$ cat src/rtl/shifter_pkg.sv
// shifter_pkg: widths and pipeline stage record for the left barrel shifter.
// SHIFTER_ROTATE_EN adds the per-stage rotate flag.
package shifter_pkg;
   localparam int DATA_W  = 32;
   localparam int SHAMT_W = 5;
   typedef struct packed {
      logic               valid;
      logic [DATA_W-1:0]  data;
      logic [SHAMT_W-1:0] shamt;
`ifdef SHIFTER_ROTATE_EN
      logic               rotate;
`endif
   } stage_t;
endpackage

$ cat src/rtl/shift_left_stage.sv
// shift_left_stage: one registered stage shifting by 2^K when shamt bit K is set.
// SHIFTER_ROTATE_EN feeds the bits leaving the top back into the vacated low bits.
module shift_left_stage
   import shifter_pkg::*;
#(
   parameter int K = 0
) (
   input  logic   clk_i,
   input  logic   rstn_i,
   input  logic   advance_i,
   input  stage_t stage_i,
   output stage_t stage_o
);
   localparam int DIST = 1 << K;
   logic [DATA_W-1:0] w_shifted;
   stage_t            w_next;
   stage_t            r_stage;
   always_comb begin
`ifdef SHIFTER_ROTATE_EN
      w_shifted = (stage_i.data << DIST) | (stage_i.rotate ? stage_i.data >> (DATA_W - DIST) : '0);
`else
      w_shifted = stage_i.data << DIST;
`endif
      w_next      = stage_i;
      w_next.data = stage_i.shamt[K] ? w_shifted : stage_i.data;
   end
   always_ff @(posedge clk_i or negedge rstn_i) begin
      if (!rstn_i) r_stage <= '0;
      else if (advance_i) r_stage <= w_next;
   end
   assign stage_o = r_stage;
endmodule

$ cat src/rtl/barrel_shifter_left_pipe.sv
// barrel_shifter_left_pipe: 5-stage logarithmic left shifter with valid/ready flow control.
// SHIFTER_ROTATE_EN adds in_rotate_i for rotate-left mode.
module barrel_shifter_left_pipe #(
   parameter int DATA_W  = 32,
   parameter int SHAMT_W = 5
) (
   input  logic               clk_i,
   input  logic               rstn_i,
   input  logic               in_valid_i,
   output logic               in_ready_o,
   input  logic [DATA_W-1:0]  in_data_i,
   input  logic [SHAMT_W-1:0] in_shamt_i,
`ifdef SHIFTER_ROTATE_EN
   input  logic               in_rotate_i,
`endif
   output logic               out_valid_o,
   input  logic               out_ready_i,
   output logic [DATA_W-1:0]  out_data_o
);
   import shifter_pkg::*;
   if (DATA_W != 32 || SHAMT_W != 5) begin : g_bad_cfg
      $error("barrel_shifter_left_pipe supports only DATA_W=32, SHAMT_W=5");
   end
   stage_t w_in;
   stage_t w_pipe [0:5];
   logic   w_advance;
   logic   w_unused_bits;
   always_comb begin
      w_in       = '0;
      w_in.valid = in_valid_i;
      w_in.data  = in_data_i;
      w_in.shamt = in_shamt_i;
`ifdef SHIFTER_ROTATE_EN
      w_in.rotate = in_rotate_i;
`endif
   end
   assign w_pipe[0] = w_in;
   // Whole pipe stalls together, so a held result never gets overwritten.
   assign w_advance = ~w_pipe[5].valid | out_ready_i;
   for (genvar k = 0; k < 5; k++) begin : g_stage
      shift_left_stage #(.K(k)) u_stage (
         .clk_i     (clk_i),
         .rstn_i    (rstn_i),
         .advance_i (w_advance),
         .stage_i   (w_pipe[k]),
         .stage_o   (w_pipe[k+1])
      );
   end
   assign in_ready_o  = w_advance;
   assign out_valid_o = w_pipe[5].valid;
   assign out_data_o  = w_pipe[5].data;
`ifdef SHIFTER_ROTATE_EN
   assign w_unused_bits = ^{w_pipe[5].shamt, w_pipe[5].rotate};
`else
   assign w_unused_bits = ^w_pipe[5].shamt;
`endif
endmodule

$ cat config.mk
export PLATFORM = sky130hd
export DESIGN_NAME = barrel_shifter_left_pipe
export DESIGN_NICKNAME = d
export VERILOG_FILES = /design/src/rtl/shifter_pkg.sv /design/src/rtl/shift_left_stage.sv /design/src/rtl/barrel_shifter_left_pipe.sv
export SDC_FILE = /design/constraint.sdc
export NUM_CORES = 1
export LEC_CHECK = 0
export ABC_AREA = 1
export CORE_ASPECT_RATIO = 0.6
export CORE_UTILIZATION = 50
export CTS_CLUSTER_SIZE = 14
export DETAILED_ROUTE_END_ITERATION = 8
export MAX_ROUTING_LAYER = met4
export PLACE_DENSITY = 0.82
export REMOVE_ABC_BUFFERS = 1
export SYNTH_ARGS = -nofsm -noshare
export SYNTH_HDL_FRONTEND = slang
export SYNTH_SLANG_ARGS = --single-unit
export TNS_END_PERCENT = 10
$ cat constraint.sdc
create_clock -name clk_i -period 1 [get_ports clk_i]
set_input_delay 0.2 -clock clk_i [delete_from_list [all_inputs] [get_ports clk_i]]
set_output_delay 0.2 -clock clk_i [all_outputs]
set_load 0.005 [all_outputs]
Word level (Yosys, flattened, before mapping)
Cells that the tools add are included.
Cells by class
  add/sub/neg operators: 0
  $mul: 0
  divide/modulo/power cells: 0
  $lt $le $gt $ge: 0
  equality and inequality tests: 0
  shift-type cells: 0
  muxes and demuxes: 5
  bitwise operators: 2
  reductions and logical operators: 0
Operators by type and width (number)
  $mux 32: 5
  $not 1->1: 1
  $or 1x1->1: 1
Storage, ports and cells
  register bits: 185
  latch bits: 0
  RAM bits: 0
  ROM bits: 0
  input bits: 41
  output and inout port bits: 34
  memories kept: 0

Longest topological paths before layout
  depth in word-level cells: 2
  depth in mapped cells: 6
  gate-level depth less buffers: 4

By module
From an unflattened synthesis, not the netlist that was laid out.
Second synthesis, totals
  cells, all modules: 1220
  area, all modules: 9298.9 um2
Modules (own cells, without submodules)
  shift_left_stage (g_stage[4].u_stage): instances 1, cells each 211, area each 1906.8 um2
  shift_left_stage (g_stage[1].u_stage): instances 1, cells each 259, area each 1851.8 um2
  shift_left_stage (g_stage[0].u_stage): instances 1, cells each 261, area each 1849.3 um2
  shift_left_stage (g_stage[2].u_stage): instances 1, cells each 250, area each 1846.8 um2
  shift_left_stage (g_stage[3].u_stage): instances 1, cells each 237, area each 1836.8 um2
  barrel_shifter_left_pipe: instances 1, cells each 2, area each 7.5 um2

Worst setup path before layout
No wires, ideal clock.
  kind: register to register
  start point: register g_stage[3].u_stage.r_stage (netlist bit g_stage[3].u_stage.stage_o[4])
  end point: register g_stage[4].u_stage.r_stage (netlist bit g_stage[4].u_stage.stage_o[10])
  setup time: 0.066 ns
  arrival time: 1.030 ns
  data required time: 0.934 ns
  slack: -0.095 ns
  stages on the path, launching flop included: 6
  cell sequence: dfrtp_1 > buf_2 > inv_1 > buf_1 > nand3_1 > nand2_1
On the way
  longest elaborated chain between the ends: 1
RTL lines
  start: declaration: line shift_left_stage.sv:17  | stage_t r_stage;
  start signal: assignment: line shift_left_stage.sv:29  | else if (advance_i) r_stage <= w_next;
  $mux 32: line shift_left_stage.sv:25  | w_next.data = stage_i.shamt[K] ? w_shifted : stage_i.data;
  end signal: assignment: line shift_left_stage.sv:29
  end: declaration: line shift_left_stage.sv:17
No other way between the ends.
A chain may end at the register's enable or synchronous reset.

Worst setup path after layout
  start point: register g_stage[4].u_stage.r_stage (netlist bit g_stage[4].u_stage.stage_o[37])
  end point: output port in_ready_o
On the way
  longest elaborated chain between the ends: 2
RTL lines
  $not 1->1: line barrel_shifter_left_pipe.sv:39  | assign w_advance = ~w_pipe[5].valid | out_ready_i;
  $or 1x1->1: line barrel_shifter_left_pipe.sv:39
  end: declaration: line barrel_shifter_left_pipe.sv:10  | output logic in_ready_o,
No other way between the ends.

==> results.toml <==
[run_status]
outcome = "complete, but fails checks"
violations = "negative setup slack"

[pwr]
power.share.clock = 0.207
power_switching_mw = 12.3
power_mw = 31.7
p_seq_frac = 0.389
p_leak_nw = 5.97
p_int_mw = 19.4
max-vdd-ir-drop_mv = 1.21
swShare = 0.389
p_comb_frac = 0.404
powerDensity_nw_per_um2 = 3040

[clock_tree]
cts_tree = "built"
cts_made_buffers = 17
clk_latency_ns = 0.43
h-tree-depth = 4
cts_sinks = 175
clk_pin_slew_worst_paths_ns = 0.07
root_buffer = "clkbuf_16"
clk_path_buf_depth = 2

[worst_hold_path]
hold_class = "input pin to flop"

[global_routing]
grt_pass1_vias = 7245
grt_use_total = 0.245
grt_pass1_wl_mm = 33.1
antenna_found_initial = 0
grt-ovfl-total = 0
grt_max_degree = 50

[sta]
relSlewSlack = 0.804
whs_ns = 0.319
drv_slew = 0
fmax_ghz = 0.801
period_minus_slack_ns = 1.25
setup_viol = 208
finalCritPeriodShare = 1.25
fin_ws_ns = -0.248
tightest_slew_ns = 0.294
skew_ns = 0.0118
grt_setup_unrepaired = "yes"
final-hold-violation-count = 0

[drt]
highest_layer = "met4"
antenna_violating_nets_post_route = 0
via_count = 7448
wl_per_cell_um = 12.6
drc = 0
drtIter0Drc = 451
drt-met1-wl_mm = 9.14
wl_mm = 19.2
met3_length_um = 940
first_pass_iters = 5
viasPerCell = 4.91
met2_length_mm = 8.86

[critical_path]
worstPathBufferInverterCount = 1
slowest_delay_ns = 0.42
cp.required_ns = 0.80
cp.arrival_ns = 1.05
slowest_stage = "dfrtp_1"
path_class = "flop to primary output"
path_cells = "nand2_4, buf_6"
crit_family = "flip-flops"
crit_fanout = 3
crit_path_end_kind = "primary output"
startpoint_type = "flop"

[cells_and_area]
area_delta_synth_final_pct = 23.4
antenna_cells = 0
nets = 1316
post-route-util = 0.637
fin_area_um2 = 10400
layout_common_cells = "nand2_1 (591), dfrtp_1 (175), inv_1 (168)"
largest_reg_flops = 175
final_common_cell = "nand2_1"
drive_gt1_frac = 0.116

[floorplan]
die_area_um2 = 17500
dieWidth_um = 170
std_cell_rows = 36
ios = 75
fp.dieH_um = 103
core_um2 = 16400
start_util = 0.516

[placement]
dpl_cell_area_um2 = 9760
globalplace.congestion = 0.808
hpwl_mm = 12.8
portBuffers = 74

[yosys]
seq_area_frac_synth = 0.517
ys_seq_elements = 175
synth_area_um2 = 8460
synth.avg_cell_area_um2 = 7.14
netlist_instances = 1186
synth.distinct_cells = 13
yosysWarnings = 0

[run]
max_cap_viol_count = 0
-- what timing repair did --
| item | in CTS | in global routing |
|---|---|---|
| hold buffers | 1 | 0 |
| resized for setup | 128 | 25 |
| setup endpoints to repair | 208 | 209 |
| buffers inserted | 17 | 0 |
| pin swaps | 2 | 3 |
| endpoints found under the hold margin | 175 | 0 |
| gates cloned | 1 | 1 |
-- power groups by stage --
stage,combinational [mW],clock (mW),sequential [mW]
after global routing,14.7,6.93,12.7
after global placement,12.1,0,12.3
after CTS,12.8,6.64,12.3
final,12.8,6.56,12.3
after floorplan,7.30,0,12.1
after detailed placement,12.5,0,12.3
-- metrics by stage --
| stage | worst slack, ns | instances | setup TNS (ns) |
|---|---|---|---|
| finish | -0.248 | 1516 | -35.37 |
| global placement | -0.510 | 1465 | -78.86 |
| detailed placement | -0.502 | 1465 | -78.68 |
| global route | -0.290 | 1516 | -46.54 |
| floorplan | -1.53 | 1120 | -252.15 |
| CTS | -0.268 | 1515 | -37.45 |
-- kinds of logic after synthesis --
family,synth area share
buffers and inverters,0.113
flip-flops,0.517
AO/OA/AOI/OAI,0.00414
AND/OR/NAND/NOR,0.366
-- worst paths after layout --
kind / start / endpoint / slack [ns] / cells after the start
max: g_stage[4].u_stage.stage_o[37] / in_ready_o / -0.25 / 2
min: in_shamt_i[2] / g_stage[0].u_stage.stage_o[2] / 0.32 / 3
max reg2reg: g_stage[4].u_stage.stage_o[37] / g_stage[0].u_stage.stage_o[23] / -0.23 / 5
min reg2reg: g_stage[3].u_stage.stage_o[37] / g_stage[4].u_stage.stage_o[37] / 0.46 / 2
max in group asynchronous: rstn_i / g_stage[2].u_stage.stage_o[12] / 0.39 / 3
min in group asynchronous: rstn_i / g_stage[1].u_stage.stage_o[33] / 0.33 / 3
-- final cells by class --
type / instances / area (µm²)
Sequential cell: 175 / 4380
Timing Repair Buffer: 136 / 1370
Tap cell: 228 / 285
Fill cell: 1421 / 5950
Clock buffer: 19 / 443
Multi-Input combinational cell: 776 / 3200
Inverter: 169 / 634
Clock inverter: 13 / 138
-- worst register-to-register path, delay by kind of cell (launching register included) --
kind	cells	cell delay [ns]
buf+inv	2	0.42
flops	1	0.43
simple gates	3	0.31
-- cells in the mapped netlist, drive strengths merged --
| master | count | area [µm²] |
|---|---|---|
| nand3 | 160 | 801 |
| nand2 | 608 | 2280 |
| buf | 47 | 246 |
| o21ai | 7 | 35.0 |
| nor2 | 1 | 11.3 |
| inv | 169 | 634 |
| clkbuf | 19 | 71.3 |
| dfrtp | 175 | 4380 |
-- metal layers --
| layer | global-route usage | vias to the layer above |
|---|---|---|
| li1 | - | 3708 |
| met1 | 0.315 | 3522 |
| met2 | 0.400 | 191 |
| met3 | 0.0461 | 27 |
| met4 | 0.0742 | 0 |
| met5 | - | - |
(Power assumes the default switching activity.)
